$ cat config.mk
export PLATFORM = sky130hd
export DESIGN_NAME = rf_write_port_arbiter
export DESIGN_NICKNAME = d
export VERILOG_FILES = /design/src/rtl/rf_write_port_arbiter.sv
export SDC_FILE = /design/constraint.sdc
export NUM_CORES = 1
export LEC_CHECK = 0
export CAP_MARGIN = 20
export CORE_MARGIN = 2
export CORE_UTILIZATION = 44
export CTS_CLUSTER_DIAMETER = 100
export DETAILED_ROUTE_END_ITERATION = 16
export PLACE_DENSITY = 0.85
export RECOVER_POWER = 25
export SLEW_MARGIN = 25
export SYNTH_ARGS = -nofsm -noshare
export SYNTH_HDL_FRONTEND = slang
export SYNTH_SLANG_ARGS = --single-unit
$ cat constraint.sdc
create_clock -name i_clk -period 3.8 [get_ports i_clk]
set_input_delay 0.76 -clock i_clk [delete_from_list [all_inputs] [get_ports i_clk]]
set_output_delay 0.76 -clock i_clk [all_outputs]
set_load 0.01 [all_outputs]
$ cat src/rtl/rf_write_port_arbiter.sv
// rtl/rf_write_port_arbiter.sv - register-file write port arbiter between write-back and a long-latency unit
// Write-back has priority; LU results queue in a FIFO and a starvation counter forces a drain.
module rf_write_port_arbiter #(
    parameter int DEPTH        = 2,
    parameter int STARVE_LIMIT = 4
) (
    input  logic                    i_clk,
    input  logic                    i_rst,
    input  logic                    i_wb_reg_write,
    input  logic [4:0]              i_wb_rd,
    input  logic [31:0]             i_wb_data,
    input  logic                    i_lu_valid,
    output logic                    o_lu_ready,
    input  logic [4:0]              i_lu_rd,
    input  logic [31:0]             i_lu_data,
    output logic                    o_rf_we,
    output logic [4:0]              o_rf_rd,
    output logic [31:0]             o_rf_wd,
    output logic                    o_pipe_stall,
    output logic [31:0]             o_busy_mask,
    output logic [$clog2(DEPTH):0]  o_lu_pending
);
    localparam int AW = $clog2(DEPTH);
    localparam int CW = AW + 1;
    localparam int SW = $clog2(STARVE_LIMIT + 1);

    logic [4:0]    r_rd   [DEPTH];
    logic [31:0]   r_data [DEPTH];
    logic [AW-1:0] r_wr_ptr;
    logic [AW-1:0] r_rd_ptr;
    logic [CW-1:0] r_count;
    logic [SW-1:0] r_starve;

    logic        w_empty;
    logic        w_full;
    logic        w_wb_act;
    logic        w_stall;
    logic        w_pop;
    logic        w_push;
    logic [31:0] w_busy_mask;

    assign w_empty  = (r_count == '0);
    assign w_full   = (r_count == CW'(DEPTH));
    assign w_wb_act = i_wb_reg_write && (i_wb_rd != 5'd0);
    assign w_stall  = !w_empty && (r_starve >= SW'(STARVE_LIMIT));
    assign w_pop    = w_stall || (!w_wb_act && !w_empty);
    // Zero-rd results complete the handshake but are never stored.
    assign w_push   = i_lu_valid && !w_full && (i_lu_rd != 5'd0);

    always_comb begin
        w_busy_mask = '0;
        for (int i = 0; i < DEPTH; i++) begin
            if (CW'(i) < r_count) begin
                w_busy_mask[r_rd[r_rd_ptr + AW'(i)]] = 1'b1;
            end
        end
        w_busy_mask[0] = 1'b0;
    end

    always_comb begin
        o_rf_we = 1'b0;
        o_rf_rd = 5'd0;
        o_rf_wd = 32'd0;
        if (w_pop) begin
            o_rf_we = 1'b1;
            o_rf_rd = r_rd[r_rd_ptr];
            o_rf_wd = r_data[r_rd_ptr];
        end else if (w_wb_act) begin
            o_rf_we = 1'b1;
            o_rf_rd = i_wb_rd;
            o_rf_wd = i_wb_data;
        end
    end

    always_ff @(posedge i_clk) begin
        if (w_push) begin
            r_rd[r_wr_ptr]   <= i_lu_rd;
            r_data[r_wr_ptr] <= i_lu_data;
        end
    end

    always_ff @(posedge i_clk) begin
        if (i_rst) begin
            r_wr_ptr <= '0;
            r_rd_ptr <= '0;
            r_count  <= '0;
            r_starve <= '0;
        end else begin
            if (w_push) r_wr_ptr <= r_wr_ptr + AW'(1);
            if (w_pop)  r_rd_ptr <= r_rd_ptr + AW'(1);
            r_count <= r_count + CW'(w_push) - CW'(w_pop);
            if (w_pop || w_empty) begin
                r_starve <= '0;
            end else if (r_starve < SW'(STARVE_LIMIT)) begin
                r_starve <= r_starve + SW'(1);
            end
        end
    end

    assign o_lu_ready   = !w_full;
    assign o_pipe_stall = w_stall;
    assign o_busy_mask  = w_busy_mask;
    assign o_lu_pending = r_count;
endmodule

==> flow_metrics.py <==
metrics = {
    "worst_setup_path": {
        "path_buf_inv": 3,
        "crit_required_ns": 3.04,
        "ff2ff_path_depth": 9,
        "cp.arrival_ns": 2.98,
        "critPathMaxFanout": 20,
        "cp_num_cells": 7,
        "cpMostUsedCell": "clkdlybuf4s50_1",
        "slowest_delay_ns": 0.57,
        "crit_chain": "clkdlybuf4s50_1 > or3_4 > o311ai_4 > nand2_4 > buf_12 > o2bb2ai_1 > clkdlybuf4s50_1",
        "cp-end-kind": "output pin",
        "start_kind": "input port",
        "cp_top_family": "buffers and inverters",
        "crit_path_top_delay_cell": "clkdlybuf4s50_1",
        "crit_type": "in2out",
    },
    "sta": {
        "hold_viol": 0,
        "fmaxAchievable_mhz": 267.6,
        "setup_tns_ns": 0,
        "rsz0062_at_grt": "false",
        "slew_violations": 0,
        "timing.slew.headroom_pct": 52.24,
        "clock_skew_ns": 0.008556,
        "setup_viol": 0,
        "period_needed_ns": 3.737,
        "holdWs_ns": 0.4215,
        "setup_ws_ns": 0.06264,
        "period_share_pct": 98.35,
        "worst_slew_pin_slew_ns": 0.7089,
    },
    "synthesis": {
        "synth_top_area_share_pct": 55.48,
        "syn_area_per_cell_um2": 13.17,
        "syn-instance-count": 304,
        "ys_seq_elements": 82,
        "yosysWarnings": 0,
        "synth_area_leaders": "edfxtp_1 (55%), mux2i_1 (9.2%), o2bb2ai_1 (7.4%), o22ai_1 (4.8%), dfxtp_1 (4.0%)",
        "ys_seq_area_share_pct": 59.48,
        "synth.distinct_cells": 37,
        "synth_nets": 385,
        "yosysTopAreaCell": "edfxtp_1",
        "async_flop_share_pct": 0,
        "synth-main-ff-cell": "edfxtp_1",
        "synth_edf_count": 74,
        "syn_area_mm2": 0.004005,
    },
    "clocking": {
        "cts_root_buf": "clkbuf_8",
        "hold_buffers": 0,
        "cts_tree": "yes",
        "clk_pin_slew_worst_paths_ns": 0.09,
        "cts_made_buffers": 9,
        "cts_max_path_buffers": 2,
        "cts_resized": 0,
        "htreeDepth": 3,
        "post_cts_buffers": 0,
        "cts.sinks": 82,
        "clock_latency_ns": 0.33,
    },
    "route": {
        "drc_errors": 0,
        "num_vias": 3155,
        "drt_iter0_drc": 117,
        "wirelength_um": 10150,
        "avgRoutedWirePerCell_um": 17.93,
        "drtPass1Iterations": 4,
        "drtAntennaViolNets": 0,
        "vias_per_cell": 5.574,
    },
    "global_routing": {
        "globalRouteMet3Util_pct": 5.411,
        "met2_usage_pct": 38.83,
        "grt_use_total_pct": 20.88,
        "grt_pass1_wl_um": 16210,
        "grt_pass1_vias": 3262,
        "grt-busiest-layer": "met2",
        "antenna_found_initial": 0,
        "gr-total-overflow": 0,
        "use_met1_pct": 24.01,
        "grt_max_degree": 38,
    },
    "floorplan": {
        "core-area_mm2": 0.008763,
        "start_util_pct": 45.70,
        "die_area_mm2": 0.009881,
        "pin_count": 152,
        "num_rows": 34,
        "die_h_um": 99.41,
        "die_x_um": 99.41,
    },
    "place": {
        "dp.final_hpwl_um": 7345,
        "port_buffers": 150,
        "gp_congestion": 0.8851,
        "pre_cts_slack_ns": 0.08079,
    },
    "power": {
        "p_leak_uw": 0.001937,
        "peakVddDrop_v": 0.0002847,
        "powerDensity_mw_per_mm2": 541.2,
    },
    "layout": {
        "area_delta_synth_final_pct": 46.77,
        "n_antenna_cell": 0,
        "finalNetCount": 534,
        "final_layout_size_suffix_gt1_share_pct": 7.860,
    },
    "outcome": {
        "status": "finished clean",
    },
    "hold_path": {
        "min_path_cells": 1,
        "hp-class": "reg2reg",
    },
    "job": {
        "cap_violations": 0,
    },
}
cell type report:
cell class,instances,area [µm²]
multi-input cells,193,1473
clock buffers,10,127.6
clock inverters,6,113.9
well taps,108,135.1
repair buffers,158,1612
flip-flops and latches,82,2384
inverters,9,33.78
fillers,643,2885
report_power, final:
part	internal [µW]	switching [µW]
Combinational	571	623
Sequential	1150	86.1
Clock	441	310
Total	2160	1020
cell usage after synthesis (2+ instances only):
cell and n:
edfxtp_1 74, mux2i_1 37, o2bb2ai_1 34, o22ai_1 31
nand2_1 21, nor2_1 11, inv_1 9, dfxtp_1 8
buf_2 7, buf_6 6, nor3b_1 6, o21ai_1 6
clkbuf_1 5, nand3_1 5, o21ai_0 5, and3b_1 4
o32ai_1 4, ha_1 3, nand2b_1 3, nor2b_1 3
buf_4 2, nor3_1 2, o2bb2ai_2 2, or4_1 2
xnor2_1 2
metrics by stage:
step,std cells,utilization [%],cell area (µm²),power (µW)
6_report,566,67.08,5878,3181
5_1_grt,566,67.08,5878,3351
4_1_cts,566,67.08,5878,3211
3_5_place_dp,550,64.32,5637,2456
3_3_place_gp,550,64.32,5637,2421
2_1_floorplan,304,-,4005,1922
kinds of logic (layout without fill, tap and decap cells):
kind of cell / Yosys count / after routing / synth area share (%)
DFF: 82 / 82 / 59.48
and+or+nand+nor: 61 / 61 / 8.060
AOI/OAI and AO/OA: 87 / 87 / 16.99
other: 1 / 1 / 0.09363
buffers and inverters: 29 / 183 / 4.248
muxes: 38 / 38 / 9.528
adders and majority gates: 3 / 3 / 0.9373
xor gates and xnor gates: 3 / 3 / 0.6562
routing by layer:
metal  part of all wire, %  up-vias
li1                      -     1507
met1                    38     1509
met2                    54      126
met3                   6.6       13
met4                   1.2        0
met5                     0        -
cell usage in the layout, fill, tap and decap left out, types with 5 or more instances in the layout:
cell / synthesis / layout
inv_1: 9 / 9
o21ai_0: 5 / 5
nor2_1: 11 / 9
clkbuf_8: 0 / 9
o2bb2ai_1: 34 / 34
dfxtp_1: 8 / 7
nand3_1: 5 / 5
edfxtp_1: 74 / 74
o22ai_1: 31 / 31
clkdlybuf4s50_1: 0 / 122
o21ai_1: 6 / 6
nand2_1: 21 / 21
nor3b_1: 6 / 6
mux2i_1: 37 / 37
dlygate4sd3_1: 0 / 28
state kept, by name, indices dropped and copies added, names as in the netlist, named ones only:
register,cells
r_data,64
r_starve,3
r_rd,10
r_wr_ptr,1
o_lu_pending,2
r_rd_ptr,1
path summary, 6_finish.rpt:
| path | startpoint | to | slack, ns |
|---|---|---|---|
| min reg2reg | r_starve[0]$_SDFFE_PP0N_ | r_starve[0]$_SDFFE_PP0N_ | 0.42 |
| max reg2reg | o_lu_pending[1]$_SDFF_PP0_ | o_lu_pending[1]$_SDFF_PP0_ | 1.77 |
| min | r_starve[0]$_SDFFE_PP0N_ | r_starve[0]$_SDFFE_PP0N_ | 0.42 |
| max | i_wb_rd[4] | o_rf_wd[4] | 0.06 |
Power figures use the tool's default switching activity.
